==> src/rtl/fpu_mul_norm_round_pkg.sv <==
`default_nettype none
// ============================================================================
// Module      : fpu_mul_norm_round_pkg
// Description : Shared types and constants for the FP multiply back end:
//               rounding modes, normalize/round FSM encoding, IEEE-754
//               single-precision constants and the exception flag bundle.
// Revision    : 1.0 - initial release
// ============================================================================
package fpu_mul_norm_round_pkg;

    // Operand width of the Booth multiplier feeding this stage.
    localparam int XLEN = 32;

    // IEEE-754 single-precision constants.
    localparam logic [31:0] CANONICAL_NAN = 32'h7FC0_0000;
    localparam int          EXP_BIAS      = 127;
    localparam int          EXP_MAX       = 255;

    // RISC-V rounding modes; encodings 101..111 are treated as RNE.
    typedef enum logic [2:0] {
        RM_RNE = 3'b000,
        RM_RTZ = 3'b001,
        RM_RDN = 3'b010,
        RM_RUP = 3'b011,
        RM_RMM = 3'b100
    } rnd_mode_e;

    // Normalize/round FSM state encoding.
    localparam logic [1:0] ST_IDLE      = 2'd0;
    localparam logic [1:0] ST_NORMALIZE = 2'd1;
    localparam logic [1:0] ST_ROUND     = 2'd2;
    localparam logic [1:0] ST_VALID     = 2'd3;

    // Exception flags in fflags bit order {NV, DZ, OF, UF, NX}.
    typedef struct packed {
        logic invalid;
        logic divzero;
        logic overflow;
        logic underflow;
        logic inexact;
    } fp_flags_s;

endpackage
`default_nettype wire

==> src/rtl/fpu_round_decider.sv <==
`default_nettype none
// ============================================================================
// Module      : fpu_round_decider
// Description : Decides whether a truncated mantissa must be incremented,
//               given sign, rounding mode, LSB, guard and sticky bits.
//               Shared by the multiplier, adder and divider back ends.
// Revision    : 1.0 - initial release
// ============================================================================
module fpu_round_decider
    import fpu_mul_norm_round_pkg::*;
(
    input  logic       i_sign,
    input  logic [2:0] i_rm,
    input  logic       i_lsb,
    input  logic       i_guard,
    input  logic       i_sticky,
    output logic       o_increment
);

    // Increment rule per rounding mode; unknown encodings fall back to RNE.
    always_comb begin
        o_increment = i_guard & (i_sticky | i_lsb);
        case (i_rm)
            RM_RTZ:  o_increment = 1'b0;
            RM_RDN:  o_increment = i_sign & (i_guard | i_sticky);
            RM_RUP:  o_increment = ~i_sign & (i_guard | i_sticky);
            RM_RMM:  o_increment = i_guard;
            default: ;
        endcase
    end

endmodule
`default_nettype wire

==> src/rtl/fpu_mul_norm_round.sv <==
`default_nettype none
// ============================================================================
// Module      : fpu_mul_norm_round
// Description : Back end of the FP multiply path. Captures the raw mantissa
//               product, normalizes, rounds, resolves overflow, underflow
//               and special operands, then packs an IEEE-754 single result
//               with its exception flags. One result per accepted product.
// Revision    : 1.0 - initial release
// ============================================================================
module fpu_mul_norm_round
    import fpu_mul_norm_round_pkg::*;
#(
    parameter int MANT_W = 24,
    parameter int EXP_W  = 10
) (
    input  logic              clk_i,
    input  logic              rst_n_i,
    input  logic              clk_en_i,
    input  logic [2*XLEN-1:0] product_i,
    input  logic              product_valid_i,
    input  logic              sign_i,
    input  logic [EXP_W-1:0]  exp_sum_i,
    input  logic              is_nan_i,
    input  logic              is_inf_i,
    input  logic              is_zero_i,
    input  logic              invalid_i,
    input  logic [2:0]        rm_i,
    output logic [31:0]       result_o,
    output logic              valid_o,
    output logic              busy_o,
    output logic [4:0]        flags_o
);

    localparam int c_FRAC_W = MANT_W - 1;      // stored fraction bits
    localparam int c_PTOP   = 2 * MANT_W - 1;  // MSB of the meaningful product

    // FSM state
    logic [1:0] r_state;
    logic [1:0] w_state_nxt;
    logic       w_capture;

    // Captured operation
    logic [c_PTOP:0]         r_prod;
    logic                    r_sign;
    logic signed [EXP_W:0]   r_exp;    // one extra bit absorbs the +1 steps
    logic                    r_nan;
    logic                    r_inf;
    logic                    r_zero;
    logic                    r_inv;
    logic [2:0]              r_rm;

    // Normalized mantissa
    logic [c_FRAC_W-1:0]     r_frac;
    logic                    r_guard;
    logic                    r_sticky;
    logic                    w_top;
    logic [c_FRAC_W-1:0]     w_frac_n;
    logic                    w_guard_n;
    logic                    w_sticky_n;

    // Rounding
    logic                    w_inc;
    logic [c_FRAC_W:0]       w_frac_sum;
    logic signed [EXP_W:0]   w_exp_fin;
    logic                    w_ovf_inf;
    logic [31:0]             w_result;
    fp_flags_s               w_flags;

    // Output registers
    logic [31:0]             r_result;
    fp_flags_s               r_flags;
    logic                    r_valid;

    // Upper product bits are beyond the 24x24 mantissa product.
    logic w_unused;
    assign w_unused = ^product_i[2*XLEN-1:c_PTOP+1];

    assign w_capture = product_valid_i &&
                       ((r_state == ST_IDLE) || (r_state == ST_VALID));

    // State register.
    always_ff @(posedge clk_i or negedge rst_n_i) begin
        if (!rst_n_i) begin
            r_state <= ST_IDLE;
        end else if (clk_en_i) begin
            r_state <= w_state_nxt;
        end
    end

    // Next-state logic; a new product may be accepted straight out of VALID.
    always_comb begin
        w_state_nxt = r_state;
        case (r_state)
            ST_IDLE:      if (product_valid_i) w_state_nxt = ST_NORMALIZE;
            ST_NORMALIZE: w_state_nxt = ST_ROUND;
            ST_ROUND:     w_state_nxt = ST_VALID;
            ST_VALID:     w_state_nxt = product_valid_i ? ST_NORMALIZE : ST_IDLE;
            default:      w_state_nxt = ST_IDLE;
        endcase
    end

    // Normalization: product is in [1,4); pick the window below the leading one.
    assign w_top = r_prod[c_PTOP];
    always_comb begin
        if (w_top) begin
            w_frac_n   = r_prod[c_PTOP-1 -: c_FRAC_W];
            w_guard_n  = r_prod[c_PTOP-1-c_FRAC_W];
            w_sticky_n = |r_prod[c_PTOP-2-c_FRAC_W:0];
        end else begin
            w_frac_n   = r_prod[c_PTOP-2 -: c_FRAC_W];
            w_guard_n  = r_prod[c_PTOP-2-c_FRAC_W];
            w_sticky_n = |r_prod[c_PTOP-3-c_FRAC_W:0];
        end
    end

    fpu_round_decider u_round_decider (
        .i_sign      (r_sign),
        .i_rm        (r_rm),
        .i_lsb       (r_frac[0]),
        .i_guard     (r_guard),
        .i_sticky    (r_sticky),
        .o_increment (w_inc)
    );

    // A carry out of the fraction wraps it to zero and bumps the exponent.
    assign w_frac_sum = {1'b0, r_frac} + {{c_FRAC_W{1'b0}}, w_inc};
    assign w_exp_fin  = r_exp + {{EXP_W{1'b0}}, w_frac_sum[c_FRAC_W]};

    // Overflow saturates to infinity unless the mode rounds toward zero.
    always_comb begin
        w_ovf_inf = 1'b1;
        case (r_rm)
            RM_RTZ:  w_ovf_inf = 1'b0;
            RM_RDN:  w_ovf_inf = r_sign;
            RM_RUP:  w_ovf_inf = ~r_sign;
            default: ;
        endcase
    end

    // Result packing with special-operand priority NaN > inf > zero > normal.
    always_comb begin
        w_result = 32'h0;
        w_flags  = '0;
        if (r_nan) begin
            w_result        = CANONICAL_NAN;
            w_flags.invalid = r_inv;
        end else if (r_inf && (r_zero || r_inv)) begin
            w_result        = CANONICAL_NAN;
            w_flags.invalid = 1'b1;
        end else if (r_inf) begin
            w_result = {r_sign, 8'hFF, 23'h0};
        end else if (r_zero) begin
            w_result = {r_sign, 31'h0};
        end else if (w_exp_fin >= EXP_MAX) begin
            w_result         = w_ovf_inf ? {r_sign, 8'hFF, 23'h0}
                                         : {r_sign, 8'hFE, 23'h7F_FFFF};
            w_flags.overflow = 1'b1;
            w_flags.inexact  = 1'b1;
        end else if (w_exp_fin <= 0) begin
            w_result          = {r_sign, 31'h0};
            w_flags.underflow = 1'b1;
            w_flags.inexact   = 1'b1;
        end else begin
            w_result        = {r_sign, w_exp_fin[7:0], w_frac_sum[c_FRAC_W-1:0]};
            w_flags.inexact = r_guard | r_sticky;
        end
    end

    // Datapath and output registers; every stage holds while clk_en_i is low.
    always_ff @(posedge clk_i or negedge rst_n_i) begin
        if (!rst_n_i) begin
            r_prod   <= '0;
            r_sign   <= 1'b0;
            r_exp    <= '0;
            r_nan    <= 1'b0;
            r_inf    <= 1'b0;
            r_zero   <= 1'b0;
            r_inv    <= 1'b0;
            r_rm     <= 3'b000;
            r_frac   <= '0;
            r_guard  <= 1'b0;
            r_sticky <= 1'b0;
            r_result <= 32'h0;
            r_flags  <= '0;
            r_valid  <= 1'b0;
        end else if (clk_en_i) begin
            if (w_capture) begin
                r_prod <= product_i[c_PTOP:0];
                r_sign <= sign_i;
                r_exp  <= {exp_sum_i[EXP_W-1], exp_sum_i};
                r_nan  <= is_nan_i;
                r_inf  <= is_inf_i;
                r_zero <= is_zero_i;
                r_inv  <= invalid_i;
                r_rm   <= rm_i;
            end
            if (r_state == ST_NORMALIZE) begin
                r_frac   <= w_frac_n;
                r_guard  <= w_guard_n;
                r_sticky <= w_sticky_n;
                r_exp    <= r_exp + {{EXP_W{1'b0}}, w_top};
            end
            if (r_state == ST_ROUND) begin
                r_result <= w_result;
                r_flags  <= w_flags;
            end
            r_valid <= (r_state == ST_ROUND);
        end
    end

    assign result_o = r_result;
    assign flags_o  = r_flags;
    assign valid_o  = r_valid;
    assign busy_o   = (r_state == ST_NORMALIZE) || (r_state == ST_ROUND);

endmodule
`default_nettype wire

==> config.mk <==
export PLATFORM = sky130hd
export DESIGN_NAME = fpu_mul_norm_round
export DESIGN_NICKNAME = d
export VERILOG_FILES = /design/src/rtl/fpu_mul_norm_round_pkg.sv /design/src/rtl/fpu_round_decider.sv /design/src/rtl/fpu_mul_norm_round.sv
export SDC_FILE = /design/constraint.sdc
export NUM_CORES = 1
export LEC_CHECK = 0
export ABC_CLOCK_PERIOD_IN_PS = 10850
export CAP_MARGIN = 5
export CORE_MARGIN = 2
export CORE_UTILIZATION = 50
export DETAILED_ROUTE_END_ITERATION = 10
export MAX_ROUTING_LAYER = met4
export PLACE_DENSITY = 0.74
export SYNTH_ARGS = -nofsm -noshare
export SYNTH_HDL_FRONTEND = slang
export SYNTH_SLANG_ARGS = --single-unit
==> constraint.sdc <==
create_clock -name clk_i -period 10.85 [get_ports clk_i]
set_input_delay 2.17 -clock clk_i [delete_from_list [all_inputs] [get_ports clk_i]]
set_output_delay 2.17 -clock clk_i [all_outputs]
set_load 0.02 [all_outputs]
==> summary.md <==
| Metric | Value |
|---|---|
| Crit Path Category | flip-flop to flip-flop |
| Worst Path Required | around 11000 ps |
| Antenna violations before repair | 0 |
| Post-synth ARST share | between 90% and 100% |
| Initial core utilization | ~51% |
| Die H | between 100 and 150 um |
| Seq/Total Area, Yosys | approximately 50% |
| Clock Tree Root | clkbuf_16 |
| First-pass GRT wire length | approximately 24000 um |
| Fill cells | 1033 |
| Final period util | between 40% and 50% |
| WL final | approximately 15000 um |
| Slew @ Worst Pin | a little over 1000 ps |
| CP max FO | 20 |
| Fin. Hold Viols | 0 |
| Internal power | around 1.6 mW |
| Sw Share | between 30 and 40% |
| Min-delay src | result_o[31]$_DFFE_PN0P_ |
| Fmax | ~0.21 GHz |
| Synth area leaders | dfrtp_1 50%, mux2_2 9.7%, mux2i_1 3.9% |
| Row cnt | 42 |
| Via Count | about 5000 |
| Layout cell share with drive strength beyond 1 | roughly 15% |
| Post-route insts no fill | 897 |
| P_leak | ~3.5 nW |
| Remaining antenna violation count | 0 |
| Final count of negative-setup-slack endpoints | 0 |
| Cell taking the most area after synthesis | dfrtp_1 |
| Placed cell count | between 800 and 900 |
| Gr ovfl total | 0 |
| Power per Cell Area | a little under 300 mW/mm^2 |
| Yosys reg bits | 131 |
| Clk Latency, worst-skew pair | roughly 420 ps |
| RSZ-0062 raised after global routing | false |
| Syn avg cell area | 10.7 um^2 |
| Vias per cell | about 5.6 |
| Max-slew violations | 0 |
| CTS H-Tree Depth | 4 |
| IO Port Bufs | between 100 and 150 |
| Worst hold slack | ~470 ps |
| Vias in the first global route | roughly 5000 |
| Worst Reg-to-Reg Cells | 16 |
| Global Route Usage Sum | ~22% |
| Critical Path End Type | flip-flop |
| Syn_nets | slightly above 700 |
| Core Area | around 0.013 mm^2 |
| Slew margin rel. | approximately 31% |
| R2r setup slk | just over 6000 ps |
| Hold Buf Count CTS | 0 |
| Yosys Warn Count | 0 |
| # clock sinks | around 130 |
| EDFF count, synth | 0 |
| Synthesized netlist cell count | roughly 620 |
| Status | finished, final reports clean |
| Post-Syn Area | 0.00661 mm^2 |
| Die width | between 100 and 150 um |
| Hold depth | 2 |
| 1st-iter DRT viols | around 360 |
| Avg WL per Cell | 16.3 um |
| Fin crit period | 4700 ps |
| Hold path endpoint | result_o[31]$_DFFE_PN0P_ |
| Worst r2r dst | result_o[4]$_DFFE_PN0P_ |
| Share of power burned in registers | between 30% and 40% |
| I/O pins | 125 |
| Final GP Congestion | roughly 0.88 |
| Dpl hpwl | between 10000 and 15000 um |
| Die area | around 0.014 mm^2 |
| Crit path DAT | around 5000 ps |
| CTS tree | yes |
| Top cell type's share of synthesized area | approximately half |
| Area Growth Syn to Fin | 26.5% |
| Prevailing post-synth register cell | dfrtp_1 |
| Startpoint Class | flip-flop |
| Drc violations | 0 |
| Clock Power Share | 23.8% |
| N_diodes | 0 |
| Combinational share of power | a little under two fifths |
| Psw | 0.913 mW |
| Inserted Clock Buffers | 17 |
| Number of nets in the layout | roughly 810 |
| Max_cap viols | 0 |
| Synth unique cells | 51 |
| Clock slew at reported path FFs | 60 ps |
| Post-CTS setup buffers | 0 |
| R2R Path Start | r_rm[1]$_DFFE_PN0P_ |
| Maximum clock path buffer count | 2 |
| Post-Route Setup TNS | 0 ps |
| Pin count of the biggest net entering global routing | 70 |
| Peak VDD IR | ~0.00013 V |
| Hold WC Path Type | flip-flop to flip-flop |
| Fin Clk Skew | about 9.4 ps |
| Post-cts resize count | 0 |
| 1st-pass router iterations | 7 |
cells in the mapped netlist (6+ instances only):
cell	count
a21oi_1	30
a22o_1	18
a31oi_1	7
and3_1	9
and4_1	8
buf_1	6
clkbuf_1	25
dfrtp_1	131
ha_1	11
inv_1	9
mux2_2	57
mux2i_1	26
nand2_1	61
nand3_1	16
nand4_1	8
nor2_1	24
nor3_1	6
o21ai_0	47
o22ai_1	22
xnor2_1	10
xor2_1	22
cell usage in the layout (no fill, tap or decap), types with 5 or more instances in the layout:
master | netlist | routed
o22ai_1 | 22 | 22
nor3_1 | 6 | 6
nand3_1 | 16 | 16
a22o_1 | 18 | 18
mux2_2 | 57 | 57
buf_4 | 1 | 6
mux2i_1 | 26 | 26
a31oi_1 | 7 | 7
o22a_1 | 5 | 5
and2_1 | 5 | 5
nand2_1 | 61 | 61
clkdlybuf4s50_1 | 0 | 106
and4_1 | 8 | 8
xor2_1 | 22 | 22
dfrtp_1 | 131 | 131
nor2_1 | 24 | 24
and3_1 | 9 | 9
ha_1 | 11 | 11
nor4_1 | 5 | 5
xnor2_1 | 10 | 10
a21oi_1 | 30 | 30
o21ai_0 | 47 | 47
clkbuf_16 | 0 | 17
inv_1 | 9 | 9
nand4_1 | 8 | 8
final cells by class:
type | instances | area [um^2] | share of cell area (%)
Sequential cell | 131 | 3280 | 39.2
Clock inverter | 14 | 178 | 2.13
Multi-Input combinational cell | 437 | 3100 | 37.1
Tap cell | 176 | 220 | 2.63
Inverter | 9 | 33.8 | 0.404
Timing Repair Buffer | 112 | 1110 | 13.2
Clock buffer | 18 | 439 | 5.25
registers in the layout, summed over array words and instances, names as in the netlist:
register / flops
flags_o: 4
r_zero: 1
r_frac: 23
r_nan: 1
r_guard: 1
r_rm: 3
r_sign: 1
r_state: 2
result_o: 32
r_exp: 11
r_prod: 48
r_inv: 1
r_sticky: 1
r_inf: 1
valid_o: 1
power by group through the flow:
stage | sequential, mW | combinational, mW | clock [mW]
final | 0.939 | 0.947 | 0.588
after global routing | 0.971 | 1.05 | 0.620
after CTS | 0.935 | 0.954 | 0.596
after detailed placement | 0.942 | 0.946 | 0
after global placement | 0.925 | 0.918 | 0
after floorplan | 0.924 | 0.650 | 0
logic make-up (layout without fill, tap and decap cells):
| logic type | after synthesis | in the layout | share of synthesized area [%] |
|---|---|---|---|
| AND/OR/NAND/NOR | 154 | 154 | 11.6 |
| flip-flops | 131 | 131 | 49.6 |
| multiplexers | 83 | 83 | 13.6 |
| other | 1 | 1 | 0.0567 |
| buffers and inverters | 50 | 153 | 3.44 |
| XOR/XNOR | 32 | 32 | 4.24 |
| adder cells (fa/ha/maj) | 11 | 11 | 2.08 |
| AO/OA/AOI/OAI | 156 | 156 | 15.4 |
how the worst max path moves through the flow:
stage	end	cells past startpoint	slack, ps	start
after floorplan	result_o[10]$_DFFE_PN0P_	18	6920	r_rm[1]$_DFFE_PN0P_
after detailed placement	result_o[4]$_DFFE_PN0P_	6	5890	clk_en_i
after CTS	result_o[4]$_DFFE_PN0P_	16	6130	r_sign$_DFFE_PN0P_
after global placement	result_o[8]$_DFFE_PN0P_	6	5970	clk_en_i
final	result_o[4]$_DFFE_PN0P_	16	6150	r_rm[1]$_DFFE_PN0P_
after global routing	result_o[8]$_DFFE_PN0P_	18	5700	r_sign$_DFFE_PN0P_
metrics by stage:
stage	power (mW)	utilization, %	instance area (um^2)	setup slack (ps)
2_1_floorplan	1.57	-	6610	6920
3_3_place_gp	1.84	59.2	7740	5970
3_5_place_dp	1.89	59.2	7740	5890
4_1_cts	2.48	63.9	8360	6130
5_1_grt	2.64	63.9	8360	5700
6_report	2.47	63.9	8360	6150
layer usage:
layer  vias to the layer above  wire length (um)  global-route usage, %
met5                         -                 0                      -
met4                         0               233                   8.26
met3                        20               716                   5.36
met2                       133              7050                   35.1
met1                      2449              6600                   28.7
li1                       2436                 -                      -
critical path: stages (launching register included):
cell,delay (ps)
dfrtp_1,400
nor2b_1,150
xnor2_1,180
nor2_1,140
a211oi_1,190
ha_1,200
and2_1,190
and3_1,390
nand2_1,90
nor2_1,150
ha_1,240
nand2_1,180
or4_4,480
a211o_1,400
o21a_1,480
o31a_4,480
a22o_1,210
Note: power is estimated with default switching activity, not from simulation.
